===== config.mk =====
export PLATFORM = sky130hd
export DESIGN_NAME = vga_pattern_gen
export DESIGN_NICKNAME = d
export VERILOG_FILES = /design/src/rtl/vga_pkg.sv /design/src/rtl/vga_edge_det.sv /design/src/rtl/vga_pattern_gen.sv
export SDC_FILE = /design/constraint.sdc
export NUM_CORES = 1
export LEC_CHECK = 0
export CAP_MARGIN = 20
export CORE_AREA = 2 2 75 70
export DETAILED_ROUTE_END_ITERATION = 12
export DIE_AREA = 0 0 77 72
export HOLD_SLACK_MARGIN = 0.05
export PLACE_DENSITY = 0.5
export SYNTH_ARGS = -nofsm -noshare
export SYNTH_HDL_FRONTEND = slang
export SYNTH_SLANG_ARGS = --single-unit

===== constraint.sdc =====
create_clock -name clk -period 1.82 [get_ports clk]
set_input_delay 0.546 -clock clk [delete_from_list [all_inputs] [get_ports clk]]
set_output_delay 0.546 -clock clk [all_outputs]
set_load 0.005 [all_outputs]

===== src/rtl/vga_pkg.sv =====
// Shared definitions for the VGA test-pattern generator.
//   - Pattern mode encodings.
//   - 640x480 timing constants.
//   - Pixel pipeline latency.
//   - Pipeline stage record.
//   - Pure colour function used by the output stage.
package vga_pkg;

    typedef enum logic [1:0] {
        MODE_BARS    = 2'd0,
        MODE_CHECKER = 2'd1,
        MODE_GRID    = 2'd2,
        MODE_DIAG    = 2'd3
    } mode_e;

    // 640x480 @ 60 Hz timing, in pixels and lines.
    localparam int unsigned H_VISIBLE = 640;
    localparam int unsigned H_FRONT   = 16;
    localparam int unsigned H_SYNC    = 96;
    localparam int unsigned H_BACK    = 48;
    localparam int unsigned H_TOTAL   = H_VISIBLE + H_FRONT + H_SYNC + H_BACK;
    localparam int unsigned V_VISIBLE = 480;
    localparam int unsigned V_FRONT   = 10;
    localparam int unsigned V_SYNC    = 2;
    localparam int unsigned V_BACK    = 33;
    localparam int unsigned V_TOTAL   = V_VISIBLE + V_FRONT + V_SYNC + V_BACK;

    // Cycles from timing inputs to registered colour/sync outputs.
    localparam int unsigned PIX_LAT = 2;

    localparam int unsigned CNT_W = 10;

    // One stage of the pixel pipeline: timing inputs carried unchanged.
    typedef struct packed {
        logic             visible;
        logic             hsync;
        logic             vsync;
        logic [CNT_W-1:0] hcount;
        logic [CNT_W-1:0] vcount;
    } stage_t;

    // Colour {r,g,b} for a given mode and position; ofs scrolls DIAG.
    function automatic logic [2:0] pattern_pixel(input mode_e            m,
                                                 input logic [CNT_W-1:0] h,
                                                 input logic [CNT_W-1:0] v,
                                                 input logic [5:0]       ofs);
        logic [10:0] sum;
        logic [2:0]  pix;
        // 11-bit sum wraps modulo 2^11 by construction.
        sum = {1'b0, h} + {1'b0, v} + {5'b0, ofs};
        pix = 3'b000;
        case (m)
            MODE_BARS:    pix = h[9:7];
            MODE_CHECKER: pix = {3{h[5] ^ v[5]}};
            MODE_GRID:    pix = {3{(h[5:0] == 6'd0) || (v[5:0] == 6'd0)}};
            MODE_DIAG:    pix = {3{sum[5]}};
            default:      pix = 3'b000;
        endcase
        return pix;
    endfunction

endpackage


===== src/rtl/vga_edge_det.sv =====
// Rising-edge detector for the frame (vSync) edge.
// Ports:
//   clk   in  system clock
//   reset in  synchronous active-high reset
//   din   in  level to watch
//   rise  out combinational: din high now, low on the previous cycle
// The previous-value register resets to 1 so a level already high when
// reset is released is not reported as an edge.
module vga_edge_det (
    input  logic clk,
    input  logic reset,
    input  logic din,
    output logic rise
);

    logic prev_q;

    always_ff @(posedge clk) begin
        if (reset) begin
            prev_q <= 1'b1;
        end else begin
            prev_q <= din;
        end
    end

    assign rise = din & ~prev_q;

endmodule


===== src/rtl/vga_pattern_gen.sv =====
// VGA test-pattern generator: takes timing from an upstream generator and
// produces a 1-bit-per-channel colour pattern with sync/visible realigned.
// Ports:
//   clk, reset                    clock, synchronous active-high reset
//   visible, hSync, vSync         timing inputs
//   hCount, vCount [9:0]          pixel / line position
//   mode_sel [1:0], mode_req      requested mode and capture strobe
//   r, g, b                       colour, PIX_LAT cycles after inputs
//   hSync_o, vSync_o, visible_o   timing, aligned with colour
//   mode [1:0]                    active mode (changes only on frame edge)
//   frame_cnt [7:0]               frame counter
// Build option: define VGA_PATTERN_ANIM_EN to enable the frame counter and
// DIAG scrolling; without it frame_cnt is tied to 0 and DIAG is static.
module vga_pattern_gen
    import vga_pkg::*;
(
    input  logic       clk,
    input  logic       reset,
    input  logic       visible,
    input  logic       hSync,
    input  logic       vSync,
    input  logic [9:0] hCount,
    input  logic [9:0] vCount,
    input  logic [1:0] mode_sel,
    input  logic       mode_req,
    output logic       r,
    output logic       g,
    output logic       b,
    output logic       hSync_o,
    output logic       vSync_o,
    output logic       visible_o,
    output logic [1:0] mode,
    output logic [7:0] frame_cnt
);

    // ------------------------------------------------------------------
    // Frame edge
    // ------------------------------------------------------------------
    logic frame_edge;

    vga_edge_det u_edge_det (
        .clk   (clk),
        .reset (reset),
        .din   (vSync),
        .rise  (frame_edge)
    );

    // ------------------------------------------------------------------
    // Mode control: requests are held pending and applied on a frame edge
    // ------------------------------------------------------------------
    mode_e mode_q, mode_d;
    mode_e pending_q, pending_d;
    logic  pending_valid_q, pending_valid_d;

    always_comb begin
        mode_d          = mode_q;
        pending_d       = pending_q;
        pending_valid_d = pending_valid_q;
        if (frame_edge) begin
            // A request landing on the edge itself wins over older ones.
            if (mode_req) begin
                mode_d          = mode_e'(mode_sel);
                pending_d       = mode_e'(mode_sel);
                pending_valid_d = 1'b0;
            end else if (pending_valid_q) begin
                mode_d          = pending_q;
                pending_valid_d = 1'b0;
            end
        end else if (mode_req) begin
            pending_d       = mode_e'(mode_sel);
            pending_valid_d = 1'b1;
        end
    end

    always_ff @(posedge clk) begin
        if (reset) begin
            mode_q          <= MODE_BARS;
            pending_q       <= MODE_BARS;
            pending_valid_q <= 1'b0;
        end else begin
            mode_q          <= mode_d;
            pending_q       <= pending_d;
            pending_valid_q <= pending_valid_d;
        end
    end

    // ------------------------------------------------------------------
    // Frame counter and DIAG offset
    // ------------------------------------------------------------------
    logic [7:0] frame_cnt_q;
    logic [5:0] ofs;

`ifdef VGA_PATTERN_ANIM_EN
    logic [7:0] frame_cnt_d;

    always_comb begin
        frame_cnt_d = frame_cnt_q;
        if (frame_edge) begin
            frame_cnt_d = frame_cnt_q + 8'd1;
        end
    end

    always_ff @(posedge clk) begin
        if (reset) begin
            frame_cnt_q <= 8'd0;
        end else begin
            frame_cnt_q <= frame_cnt_d;
        end
    end

    assign ofs = frame_cnt_q[5:0];
`else
    assign frame_cnt_q = 8'd0;
    assign ofs         = 6'd0;
`endif

    // ------------------------------------------------------------------
    // Pixel pipeline
    // ------------------------------------------------------------------
    stage_t     s1_q, s1_d;
    logic [2:0] rgb_q, rgb_d;
    logic       hsync_q, vsync_q, visible_q;

    always_comb begin
        s1_d.visible = visible;
        s1_d.hsync   = hSync;
        s1_d.vsync   = vSync;
        s1_d.hcount  = hCount;
        s1_d.vcount  = vCount;
    end

    // Colour uses the mode/frame state current when stage 2 is computed.
    always_comb begin
        rgb_d = 3'b000;
        if (s1_q.visible) begin
            rgb_d = pattern_pixel(mode_q, s1_q.hcount, s1_q.vcount, ofs);
        end
    end

    always_ff @(posedge clk) begin
        if (reset) begin
            s1_q      <= '0;
            rgb_q     <= 3'b000;
            hsync_q   <= 1'b0;
            vsync_q   <= 1'b0;
            visible_q <= 1'b0;
        end else begin
            s1_q      <= s1_d;
            rgb_q     <= rgb_d;
            hsync_q   <= s1_q.hsync;
            vsync_q   <= s1_q.vsync;
            visible_q <= s1_q.visible;
        end
    end

    // ------------------------------------------------------------------
    // Outputs
    // ------------------------------------------------------------------
    assign r         = rgb_q[2];
    assign g         = rgb_q[1];
    assign b         = rgb_q[0];
    assign hSync_o   = hsync_q;
    assign vSync_o   = vsync_q;
    assign visible_o = visible_q;
    assign mode      = mode_q;
    assign frame_cnt = frame_cnt_q;

endmodule


==> run summary <==
status - completed
Vias - 795
largest net degree at the start of global routing - 27
Chip Width - 77 um
# IOs - 44
number of global-route vias before repair - 795
largest family of logic cells by synthesized area - simple AND/OR/NAND/NOR gates
Tmin final - 1.671 ns
initial antenna violation count - 0
simple-gate share of the synthesized area - 0.2374
first-pass GRT wire length - 3470 um
Synth Area in Compound Gates - 0.04465
Syn Area/Cell - 10.34 sq um
Worst Hold Class - flip-flop to flip-flop
worst skew pair latency - 0.28 ns
Largest stage delay, worst path - 0.51 ns
layout cells sized above 1 - 0.09859
Fmax achieved - 0.5983 GHz
power per cell area - 867.9 nW/um^2
drt first pass iters - 4
post-synth top area share - 0.5640
crit path DAT - 1.13 ns
multiplexer share of the synthesized area - 0.02820
max_cap viols - 0
Ys Warns - 0
unrepaired setup endpoints after global routing - no
adder-cell share of the synthesized area - 0.04700
Setup Fix Bufs, Post-CTS - 0
Residual DRC - 0
clock buffer depth - 2
r2r startpoint - s1_q[1]
worst-path fanout max - 2
Overall Global Routing Usage - 0.08445
startpoint types - flip-flop
DRT iter0 DRCs - 13
final hold vios - 0
WL per Instance - 10.25 um
#FFs+latches synth - 30
final setup vio count - 0
Hold-fix buffers, CTS - 0
TritonCTS Buffers - 5
CP max-delay cell - clkdlybuf4s50_1
worst-path cell chain - clkdlybuf4s50_1
Leakage - 0.6088 nW
PortBufs - 30
clock-pin transition on the worst setup and hold timing paths - 0.06 ns
Post-CTS Resized - 0
sequential cell area fraction in the yosys report - 0.5640
Final Slew Violations - 0
Row Count - 24
Hold Startpoint - s1_q[21]
Post-Synth XOR/XNOR Area - 0.008226
# H-tree levels - 2
Die Y - 72 um
VDD IR max - 0.3403 mV
gr ovfl total - 0
Inserted Diodes - 0
Post-Syn Area - 1065 sq um
hpwl dp - 1570 um
placer congestion estimate - 0.7624
CP Buf/Inv Count - 1
WP data required - 1.27 ns
DRT Wirelength - 2121 um
synthesis-to-finish area growth - 44.07%
vias per inst - 3.841
Initial Util - 0.2244
TNS Setup - 0 ns
Post-Synthesis Cells - 103
Synth area leaders - dfxtp_1, nor2b_1, buf_4
Fin Clk Skew - 0.003730 ns
clk sinks - 30
CP endpoint kind - output port
final period utilization - 0.9183
clock root cell - clkbuf_8
critical path class - flip-flop to output port
TritonCTS clock tree - built
Total Nets Final - 174
crit path launch - mode[1]
unique cell type count in the Yosys netlist - 21
Final Power - 1.331 mW
remaining antenna violation count - 0
area leader, netlist - dfxtp_1
die area - 5544 sq um
crit-path leading delay family - buffers and inverters
Core Box Area - 4745 sq um
==> Yosys cell counts <==
library cell and count:
or2_2 2, nor3_1 7, dfxtp_1 30, buf_4 8
nor4_1 2, a21oi_1 2, o21ai_1 1, inv_1 1
nor2b_1 23, conb_1 1, o311ai_1 1, a31o_1 1
nand4_1 1, nand3_1 1, a211oi_1 2, mux2i_1 3
nor2_1 7, clkbuf_1 2, xor2_1 1, nand2_1 3
ha_1 4
==> path summary, 6_finish.rpt <==
kind | depth (start not counted) | to | slack [ns]
min | 1 | hSync_o | 0.44
max reg2reg | 6 | rgb_q[2] | 0.30
max | 1 | mode[1] | 0.15
min reg2reg | 1 | hSync_o | 0.44
==> stage by stage <==
| step | std cells | setup slack, ns | instance area (sq um) | util | hold WS [ns] |
|---|---|---|---|---|---|
| 6_report | 207 | 0.1487 | 1534 | 0.3233 | 0.4394 |
| 5_1_grt | 207 | 0.1037 | 1534 | 0.3233 | 0.4663 |
| 4_1_cts | 207 | 0.1345 | 1534 | 0.3233 | 0.4446 |
| 3_5_place_dp | 200 | 0.03521 | 1455 | 0.3067 | 0.4301 |
| 3_3_place_gp | 200 | 0.07376 | 1455 | 0.3067 | 0.4346 |
| 2_1_floorplan | 110 | 0.4545 | 1091 | - | 0.4138 |
==> registers in the layout, summed over array words and instances (netlist names) <==
name / count
s1_q: 18
rgb_q: 3
mode: 2
pending_q: 2
hSync_o: 1
pending_valid_q: 1
u_edge_det.prev_q: 1
vSync_o: 1
visible_o: 1
==> power by group <==
group / internal, mW / switching (mW) / leakage (nW)
Clock: 0.255 / 0.227 / 0.0438
Sequential: 0.690 / 0.0136 / 0.249
Combinational: 0.0912 / 0.0533 / 0.316
==> cells by family (layout without fill, tap and decap cells) <==
| logic type | count (synthesis) | in the layout |
|---|---|---|
| AO/OA/AOI/OAI | 7 | 7 |
| adder cells (fa/ha/maj) | 4 | 4 |
| flip-flops | 30 | 30 |
| multiplexers | 3 | 3 |
| AND/OR/NAND/NOR | 46 | 46 |
| other | 1 | 8 |
| buffers and inverters | 11 | 43 |
| XOR/XNOR | 1 | 1 |
==> placed cells by master, fill, tap and decap left out, types with 4 or more instances in the layout <==
| cell type | n |
|---|---|
| buf_4 | 4 |
| clkbuf_8 | 5 |
| clkdlybuf4s50_1 | 30 |
| conb_1 | 8 |
| dfxtp_1 | 30 |
| ha_1 | 4 |
| nor2_1 | 7 |
| nor2b_1 | 23 |
| nor3_1 | 7 |
==> metal layers <==
layer / vias to the layer above / routed length (um) / GRT usage
met1: 353 / 1011 / 0.09553
met3: 6 / 265 / 0.05846
met2: 38 / 797 / 0.1179
met4: 0 / 46 / 0.04762
met5: - / 0 / 0
li1: 398 / - / -
==> final cells by class <==
| class | instances | area, sq um |
|---|---|---|
| Clock buffer | 5 | 68.82 |
| Sequential cell | 30 | 600.6 |
| Tap cell | 65 | 81.33 |
| Multi-Input combinational cell | 69 | 419.2 |
| Fill cell | 503 | 3211 |
| Inverter | 1 | 3.754 |
| Clock inverter | 2 | 10.01 |
| Timing Repair Buffer | 35 | 350.3 |
Note: power is estimated with default switching activity, not from simulation.
